===== src/rtl/crank_emu_pkg.sv =====
// Shared types and constants for the crank-wheel emulator.
package crank_emu_pkg;
    typedef enum logic [1:0] {
        IDLE = 2'd0,
        RUN  = 2'd1,
        STOP = 2'd2
    } emu_state_e;

    localparam int PERIOD_MIN        = 2;
    localparam int TEETH_TOTAL_DEF   = 60;
    localparam int TEETH_MISSING_DEF = 2;
    localparam int LAST_REAL_TOOTH   = TEETH_TOTAL_DEF - TEETH_MISSING_DEF - 1;

    function automatic int last_real_tooth(input int total, input int missing);
        return total - missing - 1;
    endfunction
endpackage


===== src/rtl/crank_emu_phase_cnt.sv =====
// Loadable modulo-P phase counter; wrap_o flags the last phase of a tooth.
module crank_emu_phase_cnt #(
    parameter int W = 24
) (
    input  logic         clk,
    input  logic         rst,
    input  logic         clr_i,
    input  logic         en_i,
    input  logic [W-1:0] period_i,
    output logic [W-1:0] phase_nxt_o,
    output logic         wrap_o
);
    logic [W-1:0] phase_q, phase_d;

    // >= keeps the counter bounded even if the period ever shrank below phase
    assign wrap_o = en_i && (phase_q >= period_i - W'(1));

    always_comb begin
        phase_d = phase_q;
        if (clr_i || wrap_o)
            phase_d = '0;
        else if (en_i)
            phase_d = phase_q + W'(1);
    end

    assign phase_nxt_o = phase_d;

    always_ff @(posedge clk) begin
        if (rst)
            phase_q <= '0;
        else
            phase_q <= phase_d;
    end
endmodule


===== src/rtl/crank_wheel_emulator.sv =====
// Toothed crank-wheel waveform generator (60-2 by default).
// Optional cam phase output enabled with `define CRANK_EMU_CAM_EN.
module crank_wheel_emulator
    import crank_emu_pkg::*;
#(
    parameter int PERIOD_WIDTH  = 24,
    parameter int TEETH_TOTAL   = 60,
    parameter int TEETH_MISSING = 2,
    parameter int TOOTH_WIDTH   = 6
) (
    input  logic                    clk,
    input  logic                    rst,
    input  logic                    ena,
    input  logic [PERIOD_WIDTH-1:0] period,
    input  logic                    period_wr,
    output logic                    crank_out,
    output logic [TOOTH_WIDTH-1:0]  tooth_num,
    output logic                    tooth_stb,
    output logic                    gap_stb,
    output logic                    busy,
    output logic                    cam_out
);
    localparam logic [TOOTH_WIDTH-1:0] LAST_TOOTH = TOOTH_WIDTH'(TEETH_TOTAL - 1);
    localparam logic [TOOTH_WIDTH-1:0] LAST_REAL  =
        TOOTH_WIDTH'(last_real_tooth(TEETH_TOTAL, TEETH_MISSING));
    localparam logic [PERIOD_WIDTH-1:0] PMIN = PERIOD_WIDTH'(PERIOD_MIN);

    emu_state_e                 state_q, state_d;
    logic [TOOTH_WIDTH-1:0]     tooth_q, tooth_d;
    logic [PERIOD_WIDTH-1:0]    per_q, per_d, shadow_q;
    logic [PERIOD_WIDTH-1:0]    phase_nxt;
    logic                       cnt_clr, cnt_en, cnt_wrap, new_tooth;
    logic                       run_d, crank_d, gap_d;
    logic                       crank_q, tstb_q, gap_q;

    crank_emu_phase_cnt #(.W(PERIOD_WIDTH)) u_phase (
        .clk        (clk),
        .rst        (rst),
        .clr_i      (cnt_clr),
        .en_i       (cnt_en),
        .period_i   (per_q),
        .phase_nxt_o(phase_nxt),
        .wrap_o     (cnt_wrap)
    );

    always_comb begin
        state_d   = state_q;
        tooth_d   = tooth_q;
        per_d     = per_q;
        cnt_clr   = 1'b0;
        cnt_en    = 1'b0;
        new_tooth = 1'b0;
        case (state_q)
            IDLE: begin
                if (ena) begin
                    state_d   = RUN;
                    cnt_clr   = 1'b1;
                    tooth_d   = '0;
                    per_d     = shadow_q;
                    new_tooth = 1'b1;
                end
            end
            RUN, STOP: begin
                cnt_en  = 1'b1;
                state_d = ena ? RUN : STOP;
                // ena at the tooth's last phase decides: next tooth or idle
                if (cnt_wrap) begin
                    per_d = shadow_q;
                    if (ena) begin
                        new_tooth = 1'b1;
                        tooth_d   = (tooth_q == LAST_TOOTH) ? '0 : tooth_q + TOOTH_WIDTH'(1);
                    end else begin
                        state_d = IDLE;
                        tooth_d = '0;
                    end
                end
            end
            default: state_d = IDLE;
        endcase
    end

    // Output registers take next-state values so they align with tooth_num.
    assign run_d   = (state_d != IDLE);
    assign crank_d = run_d && (tooth_d <= LAST_REAL) && (phase_nxt < (per_d >> 1));
    assign gap_d   = new_tooth && (tooth_d == '0);

    always_ff @(posedge clk) begin
        if (rst) begin
            state_q  <= IDLE;
            tooth_q  <= '0;
            per_q    <= PMIN;
            shadow_q <= PMIN;
            crank_q  <= 1'b0;
            tstb_q   <= 1'b0;
            gap_q    <= 1'b0;
        end else begin
            state_q <= state_d;
            tooth_q <= tooth_d;
            per_q   <= per_d;
            crank_q <= crank_d;
            tstb_q  <= new_tooth;
            gap_q   <= gap_d;
            if (period_wr)
                shadow_q <= (period < PMIN) ? PMIN : period;
        end
    end

    assign crank_out = crank_q;
    assign tooth_num = tooth_q;
    assign tooth_stb = tstb_q;
    assign gap_stb   = gap_q;
    assign busy      = (state_q != IDLE);

`ifdef CRANK_EMU_CAM_EN
    logic parity_q, parity_d, cam_q;

    assign parity_d = parity_q ^ gap_d;

    always_ff @(posedge clk) begin
        if (rst) begin
            parity_q <= 1'b0;
            cam_q    <= 1'b0;
        end else begin
            parity_q <= parity_d;
            cam_q    <= run_d && (tooth_d == '0) && parity_d;
        end
    end

    assign cam_out = cam_q;
`else
    assign cam_out = 1'b0;
`endif
endmodule


===== config.mk =====
export PLATFORM = sky130hd
export DESIGN_NAME = crank_wheel_emulator
export DESIGN_NICKNAME = d
export VERILOG_FILES = /design/src/rtl/crank_emu_pkg.sv /design/src/rtl/crank_emu_phase_cnt.sv /design/src/rtl/crank_wheel_emulator.sv
export SDC_FILE = /design/constraint.sdc
export NUM_CORES = 1
export LEC_CHECK = 0
export ABC_AREA = 1
export BUFFER_PORTS_ARGS = -buffer_cell sky130_fd_sc_hd__buf_2
export CORE_UTILIZATION = 50
export DETAILED_ROUTE_END_ITERATION = 12
export GPL_TIMING_DRIVEN = 0
export PLACE_DENSITY_LB_ADDON = 0.08
export RECOVER_POWER = 25
export SLEW_MARGIN = 10
export SYNTH_ARGS = -nofsm -noshare
export SYNTH_HDL_FRONTEND = slang
export SYNTH_SLANG_ARGS = --single-unit

===== constraint.sdc =====
create_clock -name clk -period 6.8 [get_ports clk]
set_input_delay 0.68 -clock clk [delete_from_list [all_inputs] [get_ports clk]]
set_output_delay 0.68 -clock clk [all_outputs]
set_load 0.05 [all_outputs]

# Yosys cells after proc, flatten, opt, wreduce, memory -nomap -nowiden

Cells that the tools add are included.

Register bits: 83
Input bits: 28

Add/subtract/negate cells: 3
$lt $le $gt $ge: 4
Eq/ne operators: 5
Multiplexer cells: 21
Reduce and logical (&&, ||, !) cells: 12

Operators with widths:

| kind                                                  | number |
|---|---|
| 2-to-1 mux 24 bit                                     | 5 |
| case mux 24 bit (2 select lines)                      | 1 |
| adder 24 x 1 -> 24 bit, second input constant         | 1 |
| greater-or-equal comparator 24 bit                    | 1 |
| < comparator 24 x 2 -> 1 bit, second input constant   | 1 |
| < comparator 24 x 23 -> 1 bit                         | 1 |
| 2-to-1 mux 6 bit                                      | 4 |
| subtractor 24 x 1 -> 24 bit, second input constant    | 1 |
| case mux 6 bit (2 select lines)                       | 1 |
| 2-to-1 mux 2 bit                                      | 4 |
| adder 6 x 1 -> 6 bit, second input constant           | 1 |
| equality test 6 bit, second input constant            | 1 |
| less-or-equal comparator 6 bit, second input constant | 1 |
| zero test 6 bit                                       | 1 |
| nonzero test 2 bit                                    | 3 |
| logical AND 1 bit                                     | 4 |
| 2-to-1 mux 1 bit                                      | 4 |
| case mux 2 bit (2 select lines)                       | 1 |
| AND reduction 3 bit                                   | 1 |
| equality test 2 x 1 -> 1 bit, second input constant   | 1 |
| equality test 2 bit, second input constant            | 1 |
| zero test 2 bit                                       | 1 |
| != test 2 x 1 -> 1 bit, second input constant         | 1 |
| != test 2 bit, second input constant                  | 1 |
| 3 further kinds                                       | 3 |

# Depth between registers and ports, before layout

Gate-level depths: netlist of run 1.

Depth after elaboration: 9
Gate-level depth with buffers: 43

# Hierarchy

Synthesis of run 1 repeated with hierarchy kept, for this count alone.

Cell total of the unflattened synthesis: 813
Area, all modules: 5594.1 µm²

By module, submodules not included:

| module               | times used | cells an instance | area each (µm²) |
|---|---|---|---|
| crank_wheel_emulator | 1          | 378               | 2899.0 |
| crank_emu_phase_cnt  | 1          | 435               | 2695.1 |

# Least setup slack after synthesis of run 1

No wires, ideal clock.

Path type: reg2reg
Start: register per_q[0]
End: register crank_q (netlist: crank_out)
Setup time: 0.066 ns
Data arrival time: 4.399 ns
Required time: 6.734 ns
Path slack: 2.335 ns
Stages on the path, launching flop included: 43
Clock period less this slack: 4.465 ns
Cells stage by stage: dfxtp_1 inv_1 ha_1 inv_1 nor2_4 inv_2 nor2_2 nand2_1 nor4_2 nand2_1 nor2_1 inv_1 nor2_2 inv_2 nor3_4 nand3_2 xor2_1 inv_1 [... 7 more ...] nand2_1 nand2_2 nand2_4 clkinv_2 nor2_2 inv_2 buf_2 buf_2 nor2_1 ha_1 or2_2 a221oi_1 nand2_1 a21oi_1 nand2_1 nor2_1 nand2_1 a21oi_2

Elaborated cells on any way between the ends: 16
Those cells by class: 1 x add/sub; 3 x order compare; 7 x mux; 5 x reduce/logical

RTL lines:

| item                               | RTL line                    | source |
|---|---|---|
| start, declared                    | crank_wheel_emulator.sv:30  | `logic [PERIOD_WIDTH-1:0] per_q, per_d, shadow_q;` |
| start signal, assigned             | crank_wheel_emulator.sv:99  | `per_q <= per_d;` |
| subtractor 24 x 1 -> 24 bit        | crank_emu_phase_cnt.sv:16   | `assign wrap_o = en_i && (phase_q >= period_i - W'(1));` |
| greater-or-equal comparator 24 bit | crank_emu_phase_cnt.sv:16   |  |
| logical AND 1 bit                  | crank_emu_phase_cnt.sv:16   |  |
| logical OR 1 bit                   | crank_emu_phase_cnt.sv:20   | `if (clr_i \|\| wrap_o)` |
| 2-to-1 mux 24 bit                  | crank_emu_phase_cnt.sv:20   |  |
| named net phase_nxt[22]            | crank_wheel_emulator.sv:31  | `logic [PERIOD_WIDTH-1:0] phase_nxt;` |
| < comparator 24 x 23 -> 1 bit      | crank_wheel_emulator.sv:84  | `assign crank_d = run_d && (tooth_d <= LAST_REAL) && (phase_nxt < (per_d >> 1));` |
| logical AND 1 bit                  | crank_wheel_emulator.sv:84  |  |
| end signal, assigned               | crank_wheel_emulator.sv:100 | `crank_q <= crank_d;` |
| end, declared                      | crank_wheel_emulator.sv:34  | `logic crank_q, tstb_q, gap_q;` |

The timed path passes the listed nets, and every way through them passes these cells. The select of a mux whose other input is x is not followed.
A chain may end at the register's enable or synchronous reset.

# Worst setup path after layout of run 1

Same ends and word-level chain as after synthesis.

==> impl_results.md, run 1 <==
- Status: completed
- Initial DRC Count: 322
- Vias in the first global route: 4849
- Slew @ Worst Pin: 728 ps
- F_max: 0.181 GHz
- GP Congestion: 0.896
- Pwr dens: 218 nW/um2
- Most frequent cells in the layout: nand2_1, nor2_1, inv_1
- Synth async-reset ratio: 0%
- Commonest non-fill, non-tap cell in the layout: nand2_1
- Maxcap violations: 0
- Nature of the critical path startpoint: register
- DR pass1 iterations: 5
- Synth top area share: 30.5%
- Share of the yosys chip area belonging to registers: 30.5%
- Vias: 5152
- Mux share of post-synthesis cell area: 0.184%
- Port Buffers: 36
- CTS sink count: 83
- Total negative slack: 0 ps
- Post-synth cell types: 49
- Yosys top cell by area: dfxtp_1
- Largest family of logic cells by synthesized area: simple AND/OR/NAND/NOR gates
- EDFF count, synth: 0
- Clock transition at path regs: 90 ps
- Worst slack, placed: 1310 ps
- Leakage: 2.75 nW
- RSZ-0062 raised after global routing: no
- Row count: 37
- WL final: 14300 um
- Via/cell ratio: 5.37
- Final setup violation count: 0
- Post-Synth Simple-Gate Area: 27.8%
- Syn_area_per_cell: 7.06 um2
- Worst EP arrival: 5830 ps
- Largest net degree at the start of global routing: 15
- Critical Path Fanout Max: 10
- Worst Path Buf+Inv: 12
- Initial antenna violation count: 0
- Area contributors post-synth: dfxtp_1, ha_1, nand2_1
- Die area: 11300 um2
- Compound-cell area share of the yosys netlist: 13.1%
- Register bit total from synthesis: 83
- Cts hold-fix bufs: 0
- Internal reg-to-reg setup slack: 1260 ps
- Core footprint: 10500 um2
- CP required: 7090 ps
- # nets final: 898
- Initial Utilization: 52.1%
- IO Pins: 39
- Synth Instances: 772
- Die Span Y: 106 um
- Crit path largest cell delay: 310 ps
- Crit-path leading delay family: simple AND/OR/NAND/NOR gates
- Worst hold path class: reg -> reg
- Xor and xnor area share after synthesis: 5.94%
- Setup repair bufs after CTS: 0
- Post-Syn Area: 5450 um2
- Final hold slack: 515 ps
- Final Max Tran Viols: 0
- CP max-delay cell: dfxtp_1
- Layout cells sized above 1: 11.5%
- Final Critical Period: 5540 ps
- Top_reg_cell synth: dfxtp_1
- PostCTS Resize Cnt: 0
- # DRC: 0
- Worst vdd ir: 114 uV
- Min setup slack post-route: 1260 ps
- Slew HR: 51.5%
- Adder-Cell Fraction of Synth Area: 11.7%
- Area grow syn2layout: 10.8%
- HPWL after detailed placement: 11400 um
- Post-DR wirelength/cell: 14.9 um
- Setup CP Type: reg -> reg
- Antenna-violating nets left: 0
- H-tree depth: 3
- Total CTS buffers: 9
- Yosys warnings: 0
- Die X: 106 um
- Clock buffer depth: 2
- Final Cycle Share: 81.4%
- Root buffer cell: clkbuf_8
- Post-layout util: 57.7%
- Overflow after GRT: 0
- Final hold violation count: 0
- Total Routing Usage GR: 26.9%
- Clock Skew: 7.85 ps
- Worst Setup End Kind: register
- Syn_nets: 851
- First-pass GRT wire length: 23600 um
- Ant diodes: 0
- CTS tree: built
- Top cell by count, worst path: nand2_1
- Clk_lat worst skew: 360 ps
[report_power, final]
part | internal [mW] | switching, mW | leakage, nW
Clock | 0.243 | 0.191 | 0.115
Combinational | 0.118 | 0.231 | 1.96
Sequential | 0.510 | 0.0210 | 0.678
Total | 0.872 | 0.443 | 2.75
[worst paths after layout]
path	depth (start not counted)	end	start
setup / recovery	43	crank_out	per_q[0]
hold / removal	2	shadow_q[5]	shadow_q[5]
setup reg to reg	43	crank_out	per_q[0]
hold reg to reg	2	shadow_q[5]	shadow_q[5]
[worst register-to-register path, delay by kind of cell (launching register included)]
kind	cells	cell delay, ps
and+or+nand+nor	24	2570
buffers and inverters	12	1150
adders and majority gates	3	780
AOI/OAI and AO/OA	3	530
DFF	1	310
xor gates and xnor gates	1	140
[routing by layer]
layer / part of all wire (%) / track usage, % / up-vias
li1: - / - / 2626
met1: 49 / 38.1 / 2346
met2: 43 / 41.8 / 156
met3: 5.7 / 2.58 / 24
met4: 2.3 / 10.5 / 0
met5: 0 / 0 / -
[through the flow]
step	cell area, um2	cells	power (mW)
2_1_floorplan	5450	772	0.797
3_3_place_gp	5800	944	0.877
3_5_place_dp	5800	944	0.887
4_1_cts	6040	959	1.32
5_1_grt	6040	959	1.39
6_report	6040	959	1.31
[Yosys cell counts (2+ instances only)]
| master | instances |
|---|---|
| nand3_1 | 20 |
| a21oi_1 | 35 |
| nor3_1 | 35 |
| buf_2 | 6 |
| a211oi_1 | 2 |
| buf_4 | 3 |
| xor2_1 | 25 |
| inv_1 | 110 |
| clkbuf_1 | 17 |
| nand2_1 | 125 |
| dfxtp_1 | 83 |
| o21ai_1 | 2 |
| o21a_1 | 2 |
| inv_2 | 9 |
| or2_2 | 2 |
| o211ai_1 | 3 |
| nor3_2 | 4 |
| o21ai_0 | 34 |
| nand4_1 | 15 |
| nor2_1 | 114 |
| o22ai_1 | 3 |
| nor2_2 | 6 |
| nand2_2 | 3 |
| nor2_4 | 2 |
| a32o_1 | 20 |
| nor4_1 | 8 |
| xnor2_1 | 12 |
| ha_1 | 51 |
[final cells by class]
type / instances / area (um2)
plain buffers: 27 / 128
repair buffers: 36 / 178
multi-input cells: 541 / 3210
well taps: 136 / 170
clock inverters: 6 / 115
fillers: 1043 / 4420
flip-flops and latches: 83 / 1660
inverters: 121 / 455
clock buffers: 9 / 124
[registers in the layout, indices dropped and copies added, names as in the netlist]
name,flops
u_phase.phase_q,24
shadow_q,24
tooth_num,6
gap_stb,1
crank_out,1
state_q,2
per_q,24
tooth_stb,1
[cell families after synthesis]
| logic type | after synthesis |
|---|---|
| simple gates | 340 |
| buf+inv | 148 |
| compound gates | 111 |
| flops | 83 |
| fa+ha+maj | 51 |
| xor+xnor | 37 |
| other cells | 1 |
| mux | 1 |
Note: power is estimated with default switching activity, not from simulation.
==> inputs of run 2 (changes only) <==
==> constraint.sdc (replaced) <==
create_clock -name clk -period 5.1 [get_ports clk]
set_input_delay 0.51 -clock clk [delete_from_list [all_inputs] [get_ports clk]]
set_output_delay 0.51 -clock clk [all_outputs]
set_load 0.05 [all_outputs]
==> impl_results.md, run 2 (synthesized netlist as in run 1, its figures left out) <==
- Final Critical Period: 5040 ps
- RSZ-0062 raised after global routing: yes
- Worst slack, placed: -387 ps
- Initial antenna violation count: 0
- Largest net degree at the start of global routing: 15
- Top cell by count, worst path: nand2_2
- Crit-path leading delay family: simple AND/OR/NAND/NOR gates
- WL final: 15200 um
- Post-DR wirelength/cell: 15.5 um
- Port Buffers: 36
- Final setup violation count: 0
- Final Max Tran Viols: 0
- Worst EP arrival: 5330 ps
- GP Congestion: 0.896
- Setup CP Type: reg -> reg
- Antenna-violating nets left: 0
- Clock Skew: 10.9 ps
- Worst vdd ir: 159 uV
- Final hold violation count: 0
- Sequential cell area: 1670 um2
- CP required: 5400 ps
- F_max: 0.199 GHz
- Largest registers: per_q x24, shadow_q x24, u_phase.phase_q x24
- Ant diodes: 0
- Initial Utilization: 52.1%
- Vias: 5317
- Root buffer cell: clkbuf_8
- Total Routing Usage GR: 27.2%
- Status: completed
- Hold Startpoint: period[0]
- Most frequent cells in the layout: nand2_1, nor2_1, inv_1
- First-pass GRT wire length: 24000 um
- DR pass1 iterations: 5
- Pwr dens: 289 nW/um2
- HPWL after detailed placement: 11400 um
- Worst Path Buf+Inv: 11
- Initial DRC Count: 312
- Final Cycle Share: 98.8%
- Critical Path Fanout Max: 6
- CTS sink count: 83
- Leakage: 2.91 nW
- # DRC: 0
- RR Startpoint: per_q[1]
- Area of the multi-input gates: 3430 um2
- Fill cell count: 988
- Layout cells sized above 1: 19.6%
- Post-layout util: 62.2%
- Internal reg-to-reg setup slack: 60 ps
- Area grow syn2layout: 19.3%
- Clock buffer depth: 2
- CTS tree: built
- Power Total: 1.88 mW
- Core footprint: 10500 um2
- Via/cell ratio: 5.43
- Overflow after GRT: 0
- Cell area after layout: 6500 um2
- Clk_lat worst skew: 360 ps
- CP max-delay cell: dfxtp_2
- Crit path depth: 40
- Min setup slack post-route: 63.3 ps
- Slew HR: 49.8%
- Sink of the worst hold path: shadow_q[0]
- Slew @ Worst Pin: 753 ps
- Die Span Y: 106 um
- Maxcap violations: 0
- Post-Place Cell Area: 5800 um2
- Total CTS buffers: 9
- Hold Path Cell Cnt: 3
- Die X: 106 um
- Final hold slack: 395 ps
- Clock transition at path regs: 90 ps
- # nets final: 918
- H-tree depth: 3
- IO Pins: 39
- Commonest non-fill, non-tap cell in the layout: nand2_1
- Nature of the critical path startpoint: register
- Die area: 11300 um2
- Vias in the first global route: 4913
- Worst hold path class: in -> reg
- Crit path largest cell delay: 340 ps
- Worst R2R Path Depth: 40
- R2R Path End: crank_out
- Row count: 37
- Worst Setup End Kind: register
run 2: per-stage QoR:
stage               instances  setup TNS [ps]
finish                    979               0
CTS                       962               0
detailed placement        944            -387
global route              979            -235
floorplan                 772               0
global placement          944            -325
run 2: report_power, final:
| group | switching [mW] | total, mW | internal [mW] |
|---|---|---|---|
| logic | 0.357 | 0.584 | 0.227 |
| registers | 0.0306 | 0.712 | 0.681 |
| clock network | 0.259 | 0.583 | 0.324 |
| total | 0.646 | 1.88 | 1.23 |
run 2: layout make-up:
class	instances	share of cell area, %
repair buffers	57	5.65
flip-flops and latches	83	25.6
clock inverters	6	1.77
well taps	136	2.62
inverters	121	7.10
clock buffers	9	1.90
multi-input cells	541	52.7
plain buffers	26	2.64
run 2: timing repair:
item                       in CTS  in global routing
resized for setup              22                 68
pin swaps                       3                 35
cloned                          0                  1
buffers inserted                3                 17
hold buffers                    0                  0
setup endpoints to repair       1                  1
run 2: worst max path at each step:
stage             start        end  slack [ps]
2_1_floorplan  per_q[0]  crank_out         640
3_3_place_gp   per_q[0]  crank_out        -320
3_5_place_dp   per_q[0]  crank_out        -390
4_1_cts        per_q[1]  crank_out          20
5_1_grt        per_q[1]  crank_out        -230
6_report       per_q[1]  crank_out          60
run 2: worst register-to-register path, delay by kind of cell (launching register included):
| kind | cells | cell delay [ps] |
|---|---|---|
| AOI/OAI and AO/OA | 3 | 520 |
| xor gates and xnor gates | 1 | 160 |
| adders and majority gates | 3 | 680 |
| buffers and inverters | 11 | 970 |
| DFF | 1 | 340 |
| and+or+nand+nor | 22 | 2260 |
run 2: routing by layer:
metal | global-route usage [%] | up-vias | part of all wire (%)
met5 | 0 | - | 0
met4 | 8.02 | 0 | 2.4
met3 | 3.37 | 32 | 4.9
met2 | 43.2 | 153 | 44
met1 | 38.5 | 2465 | 48
li1 | - | 2667 | -
